==> config.mk <==
export PLATFORM = sky130hd
export DESIGN_NAME = usb_tx_timer_serializer_flat
export DESIGN_NICKNAME = d
export VERILOG_FILES = /design/src/rtl/usb_tx_if.sv /design/src/rtl/usb_tx_timer_serializer.sv /design/src/flat_wrapper.sv
export SDC_FILE = /design/constraint.sdc
export NUM_CORES = 1
export LEC_CHECK = 0
export CORE_MARGIN = 2
export CORE_UTILIZATION = 35
export CTS_BUF_LIST = sky130_fd_sc_hd__clkbuf_4 sky130_fd_sc_hd__clkbuf_8
export DETAILED_ROUTE_END_ITERATION = 8
export PLACE_DENSITY = 0.67
export REMOVE_ABC_BUFFERS = 1
export SYNTH_ARGS = -nofsm -noshare
export SYNTH_HDL_FRONTEND = slang
export SYNTH_SLANG_ARGS = --single-unit
==> constraint.sdc <==
create_clock -name clk -period 1.9 [get_ports clk]
set_clock_uncertainty 0.05 [all_clocks]
set_input_delay 0.38 -clock clk [delete_from_list [all_inputs] [get_ports clk]]
set_output_delay 0.38 -clock clk [all_outputs]
set_load 0.02 [all_outputs]
==> src/rtl/usb_tx_if.sv <==
// usb_tx_if: byte handshake from the TX packet logic plus the serializer's bus-line outputs.
interface usb_tx_if;
    logic       tx_start;
    logic [7:0] tx_data;
    logic       tx_data_valid;
    logic       tx_data_ready;
    logic       d_plus;
    logic       d_minus;
    logic       transmitting;
    logic       tx_done;
    modport master (
        output tx_start, tx_data, tx_data_valid,
        input  tx_data_ready, d_plus, d_minus, transmitting, tx_done
    );
    modport slave (
        input  tx_start, tx_data, tx_data_valid,
        output tx_data_ready, d_plus, d_minus, transmitting, tx_done
    );
endinterface

==> src/rtl/usb_tx_timer_serializer.sv <==
// usb_tx_timer_serializer: full-speed USB TX bit timer, NRZI encoder and serializer (SYNC, data, EOP).
// Bit stuffing is compiled in only when TX_BIT_STUFF_EN is defined.
module usb_tx_timer_serializer #(
    parameter int CLKS_PER_BIT = 8
) (
    input  logic    clk,
    input  logic    n_rst,
    usb_tx_if.slave bus
);
    localparam int CW = $clog2(CLKS_PER_BIT);
    typedef enum logic [2:0] {IDLE, SYNC, DATA, EOP_SE0, EOP_J} state_t;
    state_t          r_state, w_state;
    logic [CW-1:0]   r_cnt, w_cnt;
    logic [7:0]      r_shift, w_shift;
    logic [2:0]      r_idx, w_idx;
    logic            r_stuff, w_stuff;
    logic            r_dp, w_dp;
    logic            r_dm, w_dm;
    logic            w_strobe, w_ser, w_need_stuff, w_boundary;
`ifdef TX_BIT_STUFF_EN
    logic [2:0]      r_ones, w_ones_nxt;
    // r_ones counts consecutive 1s sent before the current period; a stuff bit counts as a 0
    assign w_ones_nxt   = (!r_stuff && r_shift[0]) ? r_ones + 3'd1 : 3'd0;
    assign w_need_stuff = w_ones_nxt == 3'd6;
    always_ff @(posedge clk or negedge n_rst)
        if (!n_rst)
            r_ones <= 3'd0;
        else if (r_state == IDLE)
            r_ones <= 3'd0;
        else if (w_strobe && w_ser)
            r_ones <= w_ones_nxt;
`else
    assign w_need_stuff = 1'b0;
`endif
    assign w_strobe   = r_cnt == CW'(CLKS_PER_BIT - 1);
    assign w_ser      = r_state == SYNC || r_state == DATA;
    // A stuff period keeps the index of the bit it follows, so idx 7 also covers a trailing stuff bit
    assign w_boundary = r_idx == 3'd7 && !w_need_stuff;
    assign bus.tx_data_ready = w_strobe && w_ser && w_boundary;
    assign bus.tx_done       = w_strobe && r_state == EOP_J;
    assign bus.transmitting  = r_state != IDLE;
    assign bus.d_plus        = r_dp;
    assign bus.d_minus       = r_dm;
    always_comb begin
        w_state = r_state;
        w_cnt   = (r_state == IDLE || w_strobe) ? '0 : r_cnt + CW'(1);
        w_shift = r_shift;
        w_idx   = r_idx;
        w_stuff = r_stuff;
        w_dp    = r_dp;
        w_dm    = r_dm;
        if (r_state == IDLE) begin
            if (bus.tx_start) begin
                w_state = SYNC;
                w_shift = 8'h80;
                w_idx   = 3'd0;
                w_stuff = 1'b0;
                w_dp    = 1'b0;
                w_dm    = 1'b1;
            end
        end else if (w_strobe) begin
            if (w_ser) begin
                if (w_boundary) begin
                    w_idx   = 3'd0;
                    w_stuff = 1'b0;
                    if (bus.tx_data_valid) begin
                        w_state = DATA;
                        w_shift = bus.tx_data;
                        w_dp    = bus.tx_data[0] ? r_dp : ~r_dp;
                        w_dm    = ~w_dp;
                    end else begin
                        w_state = EOP_SE0;
                        w_dp    = 1'b0;
                        w_dm    = 1'b0;
                    end
                end else if (w_need_stuff) begin
                    w_stuff = 1'b1;
                    w_dp    = ~r_dp;
                    w_dm    = r_dp;
                end else begin
                    w_stuff = 1'b0;
                    w_shift = r_shift >> 1;
                    w_idx   = r_idx + 3'd1;
                    w_dp    = r_shift[1] ? r_dp : ~r_dp;
                    w_dm    = ~w_dp;
                end
            end else if (r_state == EOP_SE0) begin
                w_idx = r_idx + 3'd1;
                if (r_idx[0]) begin
                    w_state = EOP_J;
                    w_dp    = 1'b1;
                    w_dm    = 1'b0;
                end
            end else begin
                w_state = IDLE;
                w_idx   = 3'd0;
            end
        end
    end
    always_ff @(posedge clk or negedge n_rst)
        if (!n_rst) begin
            r_state <= IDLE;
            r_cnt   <= '0;
            r_shift <= 8'd0;
            r_idx   <= 3'd0;
            r_stuff <= 1'b0;
            r_dp    <= 1'b1;
            r_dm    <= 1'b0;
        end else begin
            r_state <= w_state;
            r_cnt   <= w_cnt;
            r_shift <= w_shift;
            r_idx   <= w_idx;
            r_stuff <= w_stuff;
            r_dp    <= w_dp;
            r_dm    <= w_dm;
        end
endmodule
==> src/flat_wrapper.sv <==
// flat-port wrapper written by rule: the top's interface ports become plain ports
module usb_tx_timer_serializer_flat 
#(
    parameter int CLKS_PER_BIT = 8
)
  (clk, n_rst, bus_tx_start, bus_tx_data, bus_tx_data_valid, bus_tx_data_ready, bus_d_plus, bus_d_minus, bus_transmitting, bus_tx_done);
  usb_tx_if bus_i ();
  input  logic clk;
  input  logic n_rst;
  input wire logic [$bits(bus_i.tx_start)-1:0] bus_tx_start;
  input wire logic [$bits(bus_i.tx_data)-1:0] bus_tx_data;
  input wire logic [$bits(bus_i.tx_data_valid)-1:0] bus_tx_data_valid;
  output wire logic [$bits(bus_i.tx_data_ready)-1:0] bus_tx_data_ready;
  output wire logic [$bits(bus_i.d_plus)-1:0] bus_d_plus;
  output wire logic [$bits(bus_i.d_minus)-1:0] bus_d_minus;
  output wire logic [$bits(bus_i.transmitting)-1:0] bus_transmitting;
  output wire logic [$bits(bus_i.tx_done)-1:0] bus_tx_done;
  assign bus_i.tx_start = bus_tx_start;
  assign bus_i.tx_data = bus_tx_data;
  assign bus_i.tx_data_valid = bus_tx_data_valid;
  assign bus_tx_data_ready = bus_i.tx_data_ready;
  assign bus_d_plus = bus_i.d_plus;
  assign bus_d_minus = bus_i.d_minus;
  assign bus_transmitting = bus_i.transmitting;
  assign bus_tx_done = bus_i.tx_done;
  usb_tx_timer_serializer #(.CLKS_PER_BIT(CLKS_PER_BIT)) u_core (.clk(clk), .n_rst(n_rst), .bus(bus_i));
endmodule
==> impl_metrics.csv <==
group,metric,value,unit
outcome,status,"finished, final reports clean",
setup_path,setup.worst_path.end_class,"output pin",
cells_and_area,design_area,1560,sq um
placement,portBuffers,16,
setup_path,cp-start-kind,"register",
sta,fin_crit_sh,99.2,%
setup_path,max_stage_delay,0.37,ns
placement,dpl_cell_area,1430,sq um
cells_and_area,num-fill-cells,277,
setup_path,crit_start,"u_core.r_cnt[0]$_DFF_PN0_",
setup_path,path_max_fanout,3,
power,ir_worst_vdd,422,uV
sta,max_freq,531,MHz
placement,gp_congestion,0.852,
yosys,synth_edf_count,0,
global_route,antenna_found_initial,0,
sta,period_minus_slack,1.88,ns
floorplan,core,3000,sq um
route,drt-initial-drc-count,103,
clocking,cts.sinks,18,
cells_and_area,layout_common_cells,"buf_4 (24), dfrtp_1 (14), clkdlybuf4s50_1 (12)",
cells_and_area,syn2layout_area_growth,43.7,%
floorplan,io_pins,17,
cells_and_area,antenna_cells,0,
cells_and_area,fin_util,52.0,%
cells_and_area,drive_gt1_share,37.2,%
clocking,clk_pin_slew,0.11,ns
global_route,grt_remaining_overflow,0,
clocking,numCtsBuffers,3,
clocking,tritoncts,"built",
cells_and_area,seq_area,455,sq um
yosys,ys_seq_area_share,41.5,%
cells_and_area,mostFrequentLayoutCell,"buf_4",
placement,dpl.hpwl,1920,um
route,dr.pass1.iters,8,
global_route,grt_usage,17.1,%
route,routed_wl,2750,um
sta,hold_viol,0,
route,via_per_inst,5.61,
sta,slew_viol_final,0,
global_route,grt_pass1_wl,4480,um
yosys,synth_top_flop_cell,"dfrtp_1",
setup_path,crit_family,"flip-flops",
floorplan,start_util,36.2,%
setup_path,cp_data_arrival_time,1.45,ns
route,drcViolationCount,0,
global_route,grt_pass1_vias,1017,
route,vias,1015,
yosys,syn_inst,109,
setup_path,cp.buffers_inverters,1,
flow_run,drv_cap,0,
power,p_per_area,1090,nW/um^2
floorplan,core.rowCount,20,
yosys,synth-seq-cells,18,
setup_path,timing.rr.start,"u_core.r_cnt[0]$_DFF_PN0_",
cells_and_area,fin_nets,165,
yosys,synth_area_leader_cell,"dfrtp_1",
yosys,synthArstFlopShare,100,%
route,routedWlPerCell,15.2,um
setup_path,worstSetupPathType,"register to output pin",
clocking,h-tree-depth,1,
yosys,syn_area,1090,sq um
sta,finalSetupViolCount,0,
sta,worstMarginPinSlew,0.314,ns
cells_and_area,multi_input_area,636,sq um
clocking,clockBufferDepth,2,
min_path,min_path_type,"input pin to asynchronous set/reset pin",
cells_and_area,final_cell_count_no_fill,181,
sta,setup_ws,0.0161,ns
yosys,synth.avg_cell_area,9.98,sq um
clocking,clkLatencyLatePin,0.29,ns
floorplan,die_area,3570,sq um
yosys,synth_cell_type_count,37,
clocking,cts-root-buf,"clkbuf_4",
clocking,ctsHoldBuffers,0,
yosys,yosys.area.top_type_share,39.1,%
setup_path,required,1.47,ns
yosys,yosys-top-cells-area,"dfrtp_1 (39%), mux2i_1 (8.3%), mux2_2 (7.2%)",
setup_path,slowest_stage,"dfrtp_1",
placement,dp.cells,172,
placement,place_ws,-0.166,ns
route,ant_nets,0,
sta,rsz0062_at_grt,"true",
floorplan,dieHeight,59.7,um
global_route,grt_max_degree,19,
power,leakage,0.686,nW
setup_path,worstPathCellList,"ha_2 > ha_4 > nor2b_4 > and3_4 > buf_6",
sta,slew_headroom,78.9,%
floorplan,die_x,59.7,um
yosys,ys_warn_count,0,
==> stage by stage <==
stage | setup TNS [ns] | hold slack, ns | power [mW]
2_1_floorplan | -0.887 | 0.0344 | 1.03
3_3_place_gp | -0.638 | 0.375 | 1.34
3_5_place_dp | -0.797 | 0.385 | 1.38
4_1_cts | -0.0588 | 0.360 | 1.67
5_1_grt | -0.118 | 0.378 | 1.84
6_report | 0 | 0.361 | 1.70
==> metal layers <==
metal | share of wire [%] | vias to the layer above | GRT usage, %
met1 | 41 | 496 | 19.5
met4 | 2.7 | 0 | 12.7
met3 | 4.3 | 8 | 2.60
met2 | 52 | 38 | 28.7
met5 | 0 | - | 0
li1 | - | 473 | -
==> sequential cells by signal, indices dropped and copies added (netlist names) <==
name and flops:
u_core.bus.d_minus 1, u_core.r_cnt 3, u_core.r_idx 3, u_core.bus.d_plus 1, u_core.r_state 3, u_core.r_shift 7
==> final timing paths <==
path | to | slack (ns) | cells past startpoint
min in group clk | u_core.r_idx[2]$_DFFE_PN0P_ | 0.45 | 2
worst min register to register | u_core.r_idx[2]$_DFFE_PN0P_ | 0.45 | 2
max in group asynchronous | u_core.bus.d_plus$_DFFE_PN1P_ | 1.17 | 2
worst min-delay path | u_core.r_idx[2]$_DFFE_PN0P_ | 0.36 | 2
worst max register to register | u_core.r_shift[2]$_DFFE_PN0P_ | 0.08 | 7
worst max-delay path | bus_tx_data_ready | 0.02 | 5
==> report_power, final <==
group,total [mW],leakage [nW],switching (mW),internal (mW)
clock,0.242,0.0210,0.125,0.117
combinational,0.845,0.439,0.382,0.462
sequential,0.612,0.227,0.0947,0.517
==> Yosys cell counts (2+ instances only) <==
cell       n
mux2i_1    9
and3_1     2
nand2b_1   2
a21oi_1    7
clkbuf_1   4
buf_2      2
nor3_4     2
o21ai_0    4
dfrtp_1   17
xor2_1     3
mux2_2     7
nor3b_1    2
nor2_1     9
inv_1      6
ha_1       4
nor3_1     3
o41ai_1    2
nand2_1    5
==> worst register-to-register path, delay by kind of cell, from the launching register on <==
family | cells | cell delay, ns
mux | 2 | 0.40
buf+inv | 2 | 0.29
simple gates | 1 | 0.24
fa+ha+maj | 2 | 0.35
flops | 1 | 0.37
==> what timing repair did <==
item | 4_1_cts | 5_1_grt
setup buffers | 3 | 3
pin swaps | 2 | 5
gates cloned | 0 | 0
setup endpoints to repair | 6 | 11
resized for setup | 18 | 12
==> kinds of logic after synthesis <==
group	synth area share, %
AO/OA/AOI/OAI	14.2
XOR/XNOR	2.42
adder cells (fa/ha/maj)	4.60
buffers and inverters	4.72
flip-flops	41.5
multiplexers	15.5
AND/OR/NAND/NOR	17.0
==> final cells by class <==
type / instances / share of cell area [%]
multi-input combinational: 78 / 40.7
timing repair buffer: 42 / 23.8
tap: 33 / 2.64
sequential: 18 / 29.1
clock buffer: 4 / 2.32
inverter: 6 / 1.44
No activity file was read; power rests on OpenSTA's default activity.
